`config.mk`:
```
export PLATFORM = sky130hd
export DESIGN_NAME = hex_operand_loader_flat
export DESIGN_NICKNAME = d
export VERILOG_FILES = /design/src/rtl/hex_operand_loader_if.sv /design/src/rtl/hex_operand_loader.sv /design/src/flat_wrapper.sv
export SDC_FILE = /design/constraint.sdc
export NUM_CORES = 1
export LEC_CHECK = 0
export ABC_AREA = 1
export BUFFER_PORTS_ARGS = -buffer_cell sky130_fd_sc_hd__buf_2
export CAP_MARGIN = 0
export CORE_MARGIN = 10
export CORE_UTILIZATION = 40
export CTS_CLUSTER_SIZE = 28
export DETAILED_ROUTE_END_ITERATION = 10
export GPL_ROUTABILITY_DRIVEN = 0
export PLACE_DENSITY = 0.63
export SLEW_MARGIN = 10
export SYNTH_ARGS = -nofsm -noshare
export SYNTH_HDL_FRONTEND = slang
export SYNTH_SLANG_ARGS = --single-unit
export TNS_END_PERCENT = 100
```
`constraint.sdc`:
```
create_clock -name clk -period 2 [get_ports clk]
set_clock_uncertainty 0.2 [all_clocks]
set_input_delay 0.5 -clock clk [delete_from_list [all_inputs] [get_ports clk]]
set_output_delay 0.5 -clock clk [all_outputs]
set_load 0.02 [all_outputs]
```
`src/rtl/hex_operand_loader_if.sv`:
```
// Purpose: character-in / operand-out bundle between the UART rx path, the loader and the RSA core.
// Latency: none, wiring only.
// Backpressure: rx_ready throttles characters; out_ready accepts the held operand.
interface hex_operand_loader_if #(
    parameter int WIDTH = 32
);
    localparam int DIGITS = WIDTH / 4;
    localparam int CW     = $clog2(DIGITS + 1);

    logic             rx_valid;
    logic [7:0]       rx_data;
    logic             rx_ready;
    logic [WIDTH-1:0] operand;
    logic             operand_valid;
    logic             out_ready;
    logic [CW-1:0]    digit_count;
    logic             err;

    // Character source and operand consumer side.
    modport master (
        output rx_valid, rx_data, out_ready,
        input  rx_ready, operand, operand_valid, digit_count, err
    );

    // Loader side.
    modport slave (
        input  rx_valid, rx_data, out_ready,
        output rx_ready, operand, operand_valid, digit_count, err
    );
endinterface

```
`src/rtl/hex_operand_loader.sv`:
```
// Purpose: assemble a CR/LF-terminated ASCII hex line into a WIDTH-bit operand; bad lines pulse err.
// Latency: operand_valid or err rises on the edge after the accepted terminator.
// Backpressure: rx_ready is low only while an operand waits in HOLD for out_ready.
module hex_operand_loader #(
    parameter int WIDTH = 32
) (
    input  logic                 clk,
    input  logic                 rst,
    hex_operand_loader_if.slave  bus
);
    localparam int DIGITS = WIDTH / 4;
    localparam int CW     = $clog2(DIGITS + 1);

    typedef enum logic [1:0] {
        S_IDLE,
        S_COLLECT,
        S_DRAIN,
        S_HOLD
    } state_t;

    state_t           r_state;
    logic [WIDTH-1:0] r_acc;
    logic [WIDTH-1:0] r_operand;
    logic [CW-1:0]    r_count;
    logic [CW-1:0]    r_digit_count;
    logic             r_rx_ready;
    logic             r_operand_valid;
    logic             r_err;

    logic             w_xfer;
    logic             w_is_digit;
    logic             w_is_term;
    logic [3:0]       w_nibble;

    // Classify the incoming character and decode hex digits to a nibble.
    always_comb begin
        w_is_digit = 1'b0;
        w_is_term  = 1'b0;
        w_nibble   = 4'h0;
        if (bus.rx_data >= 8'h30 && bus.rx_data <= 8'h39) begin
            w_is_digit = 1'b1;
            w_nibble   = bus.rx_data[3:0];
        end else if ((bus.rx_data >= 8'h41 && bus.rx_data <= 8'h46) ||
                     (bus.rx_data >= 8'h61 && bus.rx_data <= 8'h66)) begin
            // 'A'/'a' have low nibble 1, so +9 maps them onto 0xA..0xF.
            w_is_digit = 1'b1;
            w_nibble   = bus.rx_data[3:0] + 4'd9;
        end else if (bus.rx_data == 8'h0D || bus.rx_data == 8'h0A) begin
            w_is_term  = 1'b1;
        end
    end

    assign w_xfer = bus.rx_valid && r_rx_ready;

    // Line framing FSM; every output is a register so the core sees glitch-free signals.
    always_ff @(posedge clk) begin
        if (rst) begin
            r_state         <= S_IDLE;
            r_acc           <= '0;
            r_count         <= '0;
            r_operand       <= '0;
            r_digit_count   <= '0;
            r_operand_valid <= 1'b0;
            r_rx_ready      <= 1'b1;
            r_err           <= 1'b0;
        end else begin
            r_err <= 1'b0;
            case (r_state)
                S_IDLE: begin
                    // Bare terminators (empty line, LF of CR-LF) are swallowed here.
                    if (w_xfer) begin
                        if (w_is_digit) begin
                            r_acc   <= {{(WIDTH-4){1'b0}}, w_nibble};
                            r_count <= CW'(1);
                            r_state <= S_COLLECT;
                        end else if (!w_is_term) begin
                            r_state <= S_DRAIN;
                        end
                    end
                end
                S_COLLECT: begin
                    if (w_xfer) begin
                        if (w_is_digit) begin
                            if (r_count == CW'(DIGITS)) begin
                                // One digit too many: the whole line is rejected.
                                r_state <= S_DRAIN;
                            end else begin
                                r_acc   <= {r_acc[WIDTH-5:0], w_nibble};
                                r_count <= r_count + CW'(1);
                            end
                        end else if (w_is_term) begin
                            r_operand       <= r_acc;
                            r_digit_count   <= r_count;
                            r_operand_valid <= 1'b1;
                            r_rx_ready      <= 1'b0;
                            r_state         <= S_HOLD;
                        end else begin
                            r_state <= S_DRAIN;
                        end
                    end
                end
                S_DRAIN: begin
                    if (w_xfer && w_is_term) begin
                        r_err   <= 1'b1;
                        r_acc   <= '0;
                        r_count <= '0;
                        r_state <= S_IDLE;
                    end
                end
                S_HOLD: begin
                    // operand/digit_count stay put after the handshake until the next good line.
                    if (bus.out_ready) begin
                        r_operand_valid <= 1'b0;
                        r_acc           <= '0;
                        r_count         <= '0;
                        r_rx_ready      <= 1'b1;
                        r_state         <= S_IDLE;
                    end
                end
                default: begin
                    r_state <= S_IDLE;
                end
            endcase
        end
    end

    assign bus.rx_ready      = r_rx_ready;
    assign bus.operand       = r_operand;
    assign bus.operand_valid = r_operand_valid;
    assign bus.digit_count   = r_digit_count;
    assign bus.err           = r_err;

endmodule

```
`src/flat_wrapper.sv`:
```
// flat-port wrapper written by rule: the top's interface ports become plain ports
module hex_operand_loader_flat 
#(
    parameter int WIDTH = 32
)
  (clk, rst, bus_rx_valid, bus_rx_data, bus_out_ready, bus_rx_ready, bus_operand, bus_operand_valid, bus_digit_count, bus_err);
  hex_operand_loader_if #(.WIDTH(WIDTH)) bus_i ();
  input  logic clk;
  input  logic rst;
  input wire logic [$bits(bus_i.rx_valid)-1:0] bus_rx_valid;
  input wire logic [$bits(bus_i.rx_data)-1:0] bus_rx_data;
  input wire logic [$bits(bus_i.out_ready)-1:0] bus_out_ready;
  output wire logic [$bits(bus_i.rx_ready)-1:0] bus_rx_ready;
  output wire logic [$bits(bus_i.operand)-1:0] bus_operand;
  output wire logic [$bits(bus_i.operand_valid)-1:0] bus_operand_valid;
  output wire logic [$bits(bus_i.digit_count)-1:0] bus_digit_count;
  output wire logic [$bits(bus_i.err)-1:0] bus_err;
  assign bus_i.rx_valid = bus_rx_valid;
  assign bus_i.rx_data = bus_rx_data;
  assign bus_i.out_ready = bus_out_ready;
  assign bus_rx_ready = bus_i.rx_ready;
  assign bus_operand = bus_i.operand;
  assign bus_operand_valid = bus_i.operand_valid;
  assign bus_digit_count = bus_i.digit_count;
  assign bus_err = bus_i.err;
  hex_operand_loader #(.WIDTH(WIDTH)) u_core (.clk(clk), .rst(rst), .bus(bus_i));
endmodule
```
==> results of run 1 <==
-- through the flow --
step           setup WS (ns)  util (%)  total power, mW  instances
6_report             0.05739     52.01            5.093        686
2_1_floorplan        0.01585         -            3.164        493
4_1_cts               0.1091     48.87            4.736        672
5_1_grt             -0.04764     52.01            5.462        686
3_5_place_dp         -0.2199     46.70            3.601        656
3_3_place_gp         -0.1588     46.70            3.555        656
-- cells in the final DEF (no fill, tap or decap), types with 9 or more instances in the layout --
cell type / netlist / final
dfxtp_1: 77 / 75
nand3_1: 31 / 30
inv_2: 7 / 9
nand2_1: 113 / 109
buf_2: 7 / 50
o21ai_0: 36 / 36
a21oi_1: 36 / 36
inv_1: 29 / 27
nor2_1: 100 / 99
buf_4: 2 / 30
clkbuf_8: 0 / 9
-- final timing paths --
path	endpoint	slack, ns	startpoint
worst min register to register	u_core.bus.operand[7]	0.27	u_core.bus.operand[7]
worst max register to register	u_core.r_acc[16]	0.11	u_core.r_count[0]
worst min-delay path	u_core.bus.operand[7]	0.27	u_core.bus.operand[7]
worst max-delay path	u_core.r_acc[16]	0.06	bus_rx_data[1]
-- state kept, by name, summed over array words and instances (netlist names) --
name,cells
u_core.r_acc,32
u_core.bus.operand,32
u_core.bus.err,1
u_core.bus.operand_valid,1
u_core.bus.digit_count,4
u_core.bus.rx_ready,1
u_core.r_count,4
u_core.r_state,2
-- area by class of cell --
type	instances	area [um^2]	share of cell area, %
clock inverters	7	63.81	1.421
multi-input cells	355	1759	39.16
repair buffers	93	724.4	16.13
inverters	37	138.9	3.092
flip-flops and latches	77	1546	34.43
clock buffers	9	123.9	2.758
well taps	108	135.1	3.008
-- critical path: cells and delay by family --
family / cells / cell delay, ns
buffers and inverters: 4 / 0.58
and+or+nand+nor: 8 / 0.82
adders and majority gates: 1 / 0.14
-- routing by layer --
layer | vias up | part of all wire, % | wire, um
met2 | 84 | 48 | 4256
met5 | - | 0 | 0
met4 | 0 | 1.5 | 132
met1 | 1501 | 44 | 3960
met3 | 12 | 6.3 | 563
li1 | 1726 | - | -
-- power breakdown --
part           switching (mW)  internal [mW]  total [mW]  leakage [nW]
logic                    1.12          0.846        1.97          1.32
registers               0.188           1.80        1.99         0.626
clock network           0.658          0.480        1.14        0.0907
total                    1.97           3.13        5.09          2.04
-- cell families after synthesis --
family / count (synthesis) / share of synthesized area (%)
simple gates: 269 / 33.20
compound gates: 78 / 11.91
flops: 77 / 44.08
buf+inv: 62 / 8.408
xor+xnor: 1 / 0.2505
fa+ha+maj: 6 / 2.147
-- what timing repair did --
action	CTS	global route
setup buffers	0	9
gates resized for setup	0	24
endpoints found under the hold margin	0	0
endpoints found under the setup margin	0	38
==> summary.txt, run 1 <==
Clock network
  – Clock root buffer master: clkbuf_8
  – CTS tree: done
  – Hold buffers post-CTS: 0
  – Num CTS Buffers: 9
  – Clock sink count: 77
  – CTS max path bufs: 2
  – Worst-skew pair later-pin latency: 0.36 ns
  – H-tree levels: 3
  – Clock slew at reported path FFs: 0.08 ns

Cells and area
  – P&R area growth vs syn: 28.44%
  – Fillers: 869
  – Final Cell Area: 4492 um^2
  – Nets: 591
  – Diode count: 0
  – Share of cells above drive strength 1: 26.30%

Global route
  – Largest net degree at the start of global routing: 32
  – Vias in the first global route: 2973
  – First-pass GRT wire length: 14040 um
  – Met1 Use GR: 16.08%
  – Total gr overflow: 0
  – Global route hottest layer: met2
  – Met3 usage: 3.622%
  – Initial antenna violation count: 0
  – Routing usage on met2: 20.31%
  – Total GRT Usage: 12.81%

Synthesis
  – Top post-synthesis cells by area: dfxtp_1 (44%), nand2_1 (12%), nor2_1 (11%)
  – Register area share after synthesis: 44.08%
  – Synth Register Bits: 77
  – Largest area contributor in the netlist: dfxtp_1
  – Commonest cells post-synth: nand2_1 (113), nor2_1 (100), dfxtp_1 (77)
  – Synth warn: 0
  – Post-synthesis async set-or-reset flop share: 0%
  – Avg Inst Size Synth: 7.094 um^2
  – Most used DFF post-synth: dfxtp_1
  – Post-synth top area share: 44.08%
  – Post-synth EDFFs: 0
  – Mapped Nets: 511
  – Post-Synthesis Cells: 493
  – Netlist Area Pre-Place: 3497 um^2
  – Synth unique cells: 30
  – Top-count cell post-synth: nand2_1

Timing
  – Final setup fails: 0
  – Hold Slack: 0.2665 ns
  – Tcrit/Tclk final: 97.13%
  – Fmax: 0.5148 GHz
  – Post-layout minimum cycle time: 1.943 ns
  – Slew Limit Fails: 0
  – RSZ-0062 raised after global routing: yes
  – Rel. slew slack: 78.27%
  – Setup TNS: 0 ns
  – Hold Violations, Final: 0
  – Worst slew pin tran: 0.3239 ns

Drt
  – First drt pass iteration count: 4
  – Post-route DRC: 0
  – Post-route ant nets: 0
  – Final WL: 8912 um
  – Via count: 3323
  – Routed vias/inst: 4.844
  – Initial DRC count: 243
  – WL per Instance: 12.99 um

Job
  – Max-cap violations: 0

Worst setup path
  – Slowest cell on crit path: nor2_4
  – Crit-path cells: buf_2, inv_2, ha_4, nor2_1, nand2_1, nand3_2, buf_6, nand3_4, nand2_2, nor2_4, clkbuf_16, nor2_1, nor2_1
  – Crit. End Element: register
  – WP data required: 2.10 ns
  – CP dominant cell by count: nor2_1
  – R2R depth: 12
  – Worst path max stage delay: 0.26 ns
  – Crit path max fanout: 6
  – WS Path Type: primary input to register
  – CP Launch Type: primary input
  – Worst path arrival time: 2.04 ns

Hold path
  – Hold crit path type: register to register
  – Hold Crit Depth: 2

Floorplanning
  – Chip width: 113.5 um
  – Num rows: 34
  – I/O pins: 51
  – Die Ht: 113.5 um
  – Area of the die: 12880 um^2
  – Core Region: 8636 um^2
  – Initial core utilization: 40.50%

Power
  – Peak VDD IR: 391.8 uV
  – Lkg Pwr: 2.035 nW
  – PwrDens: 1134 nW/um^2

Placed design
  – Post-place instance area: 4033 um^2
  – Port Buffers: 50
  – Hpwl dp: 5922 um

Outcome
  – Status: complete, no violations
Note: power is estimated with default switching activity, not from simulation.
==> run 2: changes to the inputs <==
- CORE_ASPECT_RATIO: default -> 1.25
- CORE_MARGIN: 10 -> 2
==> run 2 against run 1 <==
Die area is 26% lower. Total power down 1.9%. Design area shrank 0.72%. First-iteration DRC count shrank 7.4%. Global-route usage grew 4.6 points. Clock power grew 4%. Maximum frequency fell by 0.34%. Hold slack got worse by 0.0064 ns. Highest routed layer unchanged. Final cell count up 0.58%. Combinational power decreased by 8%. Critical endpoint is now u_core.r_acc[7]. Sequential share of layout area rose by 0.22 points. Sequential power about the same.
==> summary.txt, run 2 (synthesis gave the netlist of run 1 again) <==
Global route
  – Largest net degree at the start of global routing: 64 (was 32)
  – Vias in the first global route: 3020 (was 2973)
  – Global route hottest layer: met2 (unchanged)
  – Total GRT Usage: 17.39% (was 12.81%)
  – Initial antenna violation count: 0 (unchanged)
  – Met1 Use GR: 19.67% (was 16.08%)
  – Routing usage on met2: 30.52% (was 20.31%)
  – Met3 usage: 3.359% (was 3.622%)
  – First-pass GRT wire length: 13180 um (was 14040 um)
  – Total gr overflow: 0 (unchanged)

Clock network
  – Clock sink count: 77 (unchanged)
  – Hold buffers post-CTS: 0 (unchanged)
  – Num CTS Buffers: 9 (unchanged)
  – CTS tree: done (unchanged)
  – Clock root buffer master: clkbuf_8 (unchanged)
  – H-tree levels: 3 (unchanged)
  – CTS max path bufs: 2 (unchanged)
  – Clock slew at reported path FFs: 0.08 ns (about the same)
  – Worst-skew pair later-pin latency: 0.35 ns (was 0.36 ns)

Power
  – PwrDens: 1120 nW/um^2 (was 1134 nW/um^2)
  – Peak VDD IR: 496.3 uV (was 391.8 uV)
  – Lkg Pwr: 2.001 nW (was 2.035 nW)
  – Design Power: 4.996 mW (was 5.093 mW)

Floorplanning
  – Die Ht: 108.5 um (was 113.5 um)
  – Chip width: 87.63 um (was 113.5 um)
  – Initial core utilization: 40.64% (was 40.50%)
  – Num rows: 38 (was 34)
  – Area of the die: 9511 um^2 (was 12880 um^2)
  – Core Region: 8606 um^2 (was 8636 um^2)
  – I/O pins: 51 (unchanged)

Cells and area
  – P&R area growth vs syn: 27.51% (was 28.44%)
  – Share of cells above drive strength 1: 25.44% (was 26.30%)
  – Leading cell type in the layout, fill and taps excluded: nand2_1 (unchanged)
  – Diode count: 0 (unchanged)
  – Nets: 583 (was 591)
  – Non-Filler Instances: 690 (was 686)
  – Commonest cells after routing, fill and taps aside: nand2_1 (111), nor2_1 (98), dfxtp_1 (74) (was nand2_1 (109), nor2_1 (99), dfxtp_1 (75))

Placed design
  – Port Buffers: 50 (unchanged)
  – Placed Instances: 662 (was 656)
  – Hpwl dp: 5380 um (was 5922 um)

Timing
  – Hold Violations, Final: 0 (unchanged)
  – Worst slew pin tran: 0.3345 ns (was 0.3239 ns)
  – Tcrit/Tclk final: 97.46% (was 97.13%)
  – Setup TNS: 0 ns (unchanged)
  – Fmax: 0.5130 GHz (was 0.5148 GHz)
  – Final setup fails: 0 (unchanged)
  – Rel. slew slack: 77.46% (was 78.27%)
  – Slew Limit Fails: 0 (unchanged)
  – Post-layout minimum cycle time: 1.949 ns (was 1.943 ns)

Drt
  – First drt pass iteration count: 4 (unchanged)
  – Via count: 3266 (was 3323)
  – Post-route ant nets: 0 (unchanged)
  – Routed vias/inst: 4.733 (was 4.844)
  – Final WL: 8425 um (was 8912 um)
  – Post-route DRC: 0 (unchanged)
  – WL per Instance: 12.21 um (was 12.99 um)
  – Initial DRC count: 225 (was 243)

Worst setup path
  – Crit. End Element: register (unchanged)
  – R2R depth: 12 (unchanged)
  – Setup crit start: bus_rx_data[1] (unchanged)
  – Worst path arrival time: 2.03 ns (was 2.04 ns)
  – Worst r2r src: u_core.r_count[0] (unchanged)
  – R2R Setup Slk: 0.09 ns (was 0.11 ns)
  – Reg-to-reg endpoint: u_core.r_acc[7] (was u_core.r_acc[16])
  – WP data required: 2.08 ns (was 2.10 ns)
  – CP endpoint: u_core.r_acc[7] (was u_core.r_acc[16])
  – WS Path Type: primary input to register (unchanged)
  – CP Launch Type: primary input (unchanged)
  – Crit path max fanout: 6 (unchanged)

Job
  – Max-cap violations: 0 (unchanged)

Hold path
  – Hold crit path type: register to register (unchanged)

Outcome
  – Status: complete, no violations (unchanged)
-- run 2: worst min-delay path by stage --
stage,startpoint,endpoint,slack (ns),depth (start not counted)
final,u_core.r_acc[31],u_core.bus.operand[31],0.26,2
after global routing,u_core.bus.operand[8],u_core.bus.operand[8],0.29,2
after CTS,u_core.bus.operand[13],u_core.bus.operand[13],0.27,2
after detailed placement,u_core.bus.operand[13],u_core.bus.operand[13],0.25,2
after global placement,u_core.r_acc[30],u_core.bus.operand[30],0.24,2
after floorplan,u_core.r_acc[30],u_core.bus.operand[30],0.23,2
-- run 2: worst max-delay path: stages --
cell       delay (ns)
buf_6            0.11
inv_4            0.07
ha_4             0.15
nand3_2          0.08
nand2_2          0.09
nand2_4          0.08
a21oi_4          0.27
nand2_2          0.10
nor2_4           0.25
clkbuf_16        0.20
nor2_1           0.04
nor2_1           0.09
-- run 2: what timing repair did --
item | in CTS | in global routing
gates resized for setup | 0 | 34
endpoints found under the setup margin | 0 | 60
setup buffers | 0 | 7
-- run 2: cell type report --
type                            instances  area, um^2
Clock inverter                          3       43.79
Timing Repair Buffer                   84       635.6
Multi-Input combinational cell        356        1782
Fill cell                             867        4146
Sequential cell                        77        1545
Inverter                               37       143.9
Clock buffer                           13       158.9
Tap cell                              120       150.1
-- run 2: report_power, final --
group	switching, mW	total, mW	internal (mW)
clock network	0.545	1.19	0.646
logic	1.08	1.81	0.730
registers	0.194	1.99	1.80
total	1.82	5.00	3.18
-- run 2: layer usage --
layer / up-vias / share of wire [%]
met5: - / 0
met4: 0 / 2.4
met3: 14 / 2.9
met2: 64 / 52
met1: 1472 / 42
li1: 1716 / -
-- run 2: per-stage QoR --
| step | hold slack (ns) | setup slack (ns) | cell area, um^2 | util, % |
|---|---|---|---|---|
| floorplan | 0.2297 | 0.01585 | 3502 | - |
| global placement | 0.2429 | -0.2552 | 4003 | 46.51 |
| CTS | 0.2653 | 0.05962 | 4205 | 48.87 |
| global route | 0.2934 | -0.05680 | 4459 | 51.82 |
| finish | 0.2601 | 0.05077 | 4459 | 51.82 |
| detailed placement | 0.2531 | -0.3202 | 4003 | 46.51 |
==> run 3: changes to the inputs <==
- PLACE_DENSITY: 0.63 -> 0.68
==> run 3 against run 2 <==
Total power fell by 4.8%. Final cell count down 0.29%. Clock power decreased by 17%. Design area is 1.6% lower. Sequential power hardly changed. Count of clock-buffer cells in the layout unchanged. Global-route usage down 0.41 points. Highest routed layer unchanged.
==> summary.txt, run 3 (synthesis gave the netlist of run 1 again) <==
Worst setup path
  – Setup crit start: bus_rx_data[1] (unchanged)
  – CP Launch Type: primary input (unchanged)
  – WP data required: 2.08 ns (about the same)
  – Worst path arrival time: 2.01 ns (was 2.03 ns)
  – Worst r2r src: u_core.r_count[0] (unchanged)
  – Crit. End Element: register (unchanged)
  – Reg-to-reg endpoint: u_core.r_acc[3] (was u_core.r_acc[7])
  – CP endpoint: u_core.r_acc[3] (was u_core.r_acc[7])
  – R2R depth: 12 (unchanged)
  – Crit path max fanout: 6 (unchanged)
  – R2R Setup Slk: 0.14 ns (was 0.09 ns)
  – WS Path Type: primary input to register (unchanged)

Cells and area
  – Multi-input gate area: 1785 um^2 (was 1782 um^2)
  – Diode count: 0 (unchanged)
  – P&R area growth vs syn: 25.44% (was 27.51%)
  – Leading cell type in the layout, fill and taps excluded: nand2_1 (unchanged)
  – Share of cells above drive strength 1: 25.00% (was 25.44%)
  – FF+latch area: 1551 um^2 (was 1545 um^2)
  – Nets: 582 (was 583)
  – Fillers: 874 (was 867)
  – Commonest cells after routing, fill and taps aside: nand2_1 (110), nor2_1 (99), dfxtp_1 (73) (was nand2_1 (111), nor2_1 (98), dfxtp_1 (74))

Placed design
  – Port Buffers: 50 (unchanged)
  – Hpwl dp: 5356 um (was 5380 um)

Clock network
  – Clock sink count: 77 (unchanged)
  – Clock slew at reported path FFs: 0.07 ns (was 0.08 ns)
  – Num CTS Buffers: 9 (unchanged)
  – Clock root buffer master: clkbuf_8 (unchanged)
  – H-tree levels: 3 (unchanged)
  – CTS max path bufs: 2 (unchanged)
  – CTS tree: done (unchanged)
  – Worst-skew pair later-pin latency: 0.34 ns (was 0.35 ns)
  – Hold buffers post-CTS: 0 (unchanged)

Floorplanning
  – Num rows: 38 (unchanged)
  – Area of the die: 9511 um^2 (unchanged)
  – Die Ht: 108.5 um (unchanged)
  – I/O pins: 51 (unchanged)
  – Chip width: 87.63 um (unchanged)
  – Initial core utilization: 40.64% (unchanged)
  – Core Region: 8606 um^2 (unchanged)

Timing
  – Fmax: 0.5190 GHz (was 0.5130 GHz)
  – Rel. slew slack: 81.49% (was 77.46%)
  – Worst slew pin tran: 0.2777 ns (was 0.3345 ns)
  – Slew Limit Fails: 0 (unchanged)
  – Hold Violations, Final: 0 (unchanged)
  – Post-layout minimum cycle time: 1.927 ns (was 1.949 ns)
  – Setup TNS: 0 ns (unchanged)
  – Final setup fails: 0 (unchanged)
  – Tcrit/Tclk final: 96.35% (was 97.46%)

Job
  – Max-cap violations: 0 (unchanged)

Drt
  – First drt pass iteration count: 5 (was 4)
  – Via count: 3313 (was 3266)
  – WL per Instance: 12.15 um (was 12.21 um)
  – Post-route DRC: 0 (unchanged)
  – Routed vias/inst: 4.815 (was 4.733)
  – Post-route ant nets: 0 (unchanged)
  – Final WL: 8356 um (was 8425 um)
  – Initial DRC count: 158 (was 225)

Outcome
  – Status: complete, no violations (unchanged)

Power
  – Clock power share: 20.9% (was 23.8%)
  – Switch share: 37.51% (was 36.41%)
  – Design Power: 4.756 mW (was 4.996 mW)
  – Lkg Pwr: 1.981 nW (was 2.001 nW)
  – NetSw: 1.784 mW (was 1.819 mW)
  – Combinational share of power: 37.1% (was 36.2%)
  – Peak VDD IR: 523.0 uV (was 496.3 uV)
  – Cell internal power dissipation: 2.972 mW (was 3.177 mW)
  – PwrDens: 1084 nW/um^2 (was 1120 nW/um^2)
  – Sequential share of power: 42.1% (was 39.9%)

Global route
  – Vias in the first global route: 2947 (was 3020)
  – Total GRT Usage: 16.99% (was 17.39%)
  – First-pass GRT wire length: 13010 um (was 13180 um)
  – Largest net degree at the start of global routing: 64 (unchanged)
  – Initial antenna violation count: 0 (unchanged)
  – Total gr overflow: 0 (unchanged)

Hold path
  – Hold_sp: u_core.bus.operand[12] (was u_core.r_acc[31])
  – Hold crit path type: register to register (unchanged)
## run 3: stage by stage
| stage | hold slack (ns) | instances | area [um^2] | setup slack (ns) | utilization, % |
|---|---|---|---|---|---|
| after global placement | 0.2503 | 659 | 3955 | -0.1907 | 45.96 |
| final | 0.2608 | 688 | 4387 | 0.07305 | 50.97 |
| after floorplan | 0.2297 | 493 | 3502 | 0.01585 | - |
| after CTS | 0.2648 | 674 | 4114 | 0.06972 | 47.80 |
| after detailed placement | 0.2462 | 659 | 3955 | -0.2741 | 45.96 |
| after global routing | 0.2836 | 688 | 4387 | -0.02589 | 50.97 |
## run 3: power groups by stage
stage / registers [mW] / logic, mW / clock network (mW)
6_report: 2.00 / 1.76 / 0.993
5_1_grt: 2.03 / 2.00 / 1.08
2_1_floorplan: 1.97 / 1.20 / 0
3_3_place_gp: 2.01 / 1.46 / 0
3_5_place_dp: 2.02 / 1.50 / 0
4_1_cts: 1.99 / 1.51 / 1.02
## run 3: final cells by class
cell class | count | area share (%)
sequential | 77 | 35.37
inverter | 37 | 3.280
clock buffer | 13 | 3.394
timing repair buffer | 84 | 13.61
clock inverter | 2 | 0.2282
tap | 120 | 3.423
multi-input combinational | 355 | 40.70
## run 3: worst max-delay path, stage by stage
cell,delay (ns)
buf_4,0.14
inv_4,0.07
ha_4,0.15
nand3_2,0.08
nand2_2,0.10
nand2_4,0.08
a21oi_4,0.22
nand2_2,0.08
nor2_4,0.24
clkbuf_16,0.20
nor2_1,0.04
nor2_1,0.09
## run 3: how the worst min path moves through the flow
stage | to | depth (start not counted) | slack [ns]
2_1_floorplan | u_core.bus.operand[30] | 2 | 0.23
3_3_place_gp | u_core.bus.operand_valid | 2 | 0.25
3_5_place_dp | u_core.bus.operand[30] | 2 | 0.25
4_1_cts | u_core.bus.operand[11] | 2 | 0.26
5_1_grt | u_core.bus.operand[24] | 2 | 0.28
6_report | u_core.bus.operand[12] | 2 | 0.26
## run 3: what timing repair did
item                                    in CTS  in global routing
endpoints found under the setup margin       0                 71
gates resized for setup                      0                 33
buffers inserted                             0                 10
## run 3: metal layers
metal	track usage (%)	share of wire [%]	vias up
met5	0	0	-
met4	7.582	2.6	0
met3	3.053	4.2	20
met2	28.52	52	80
met1	20.99	41	1510
li1	-	-	1703
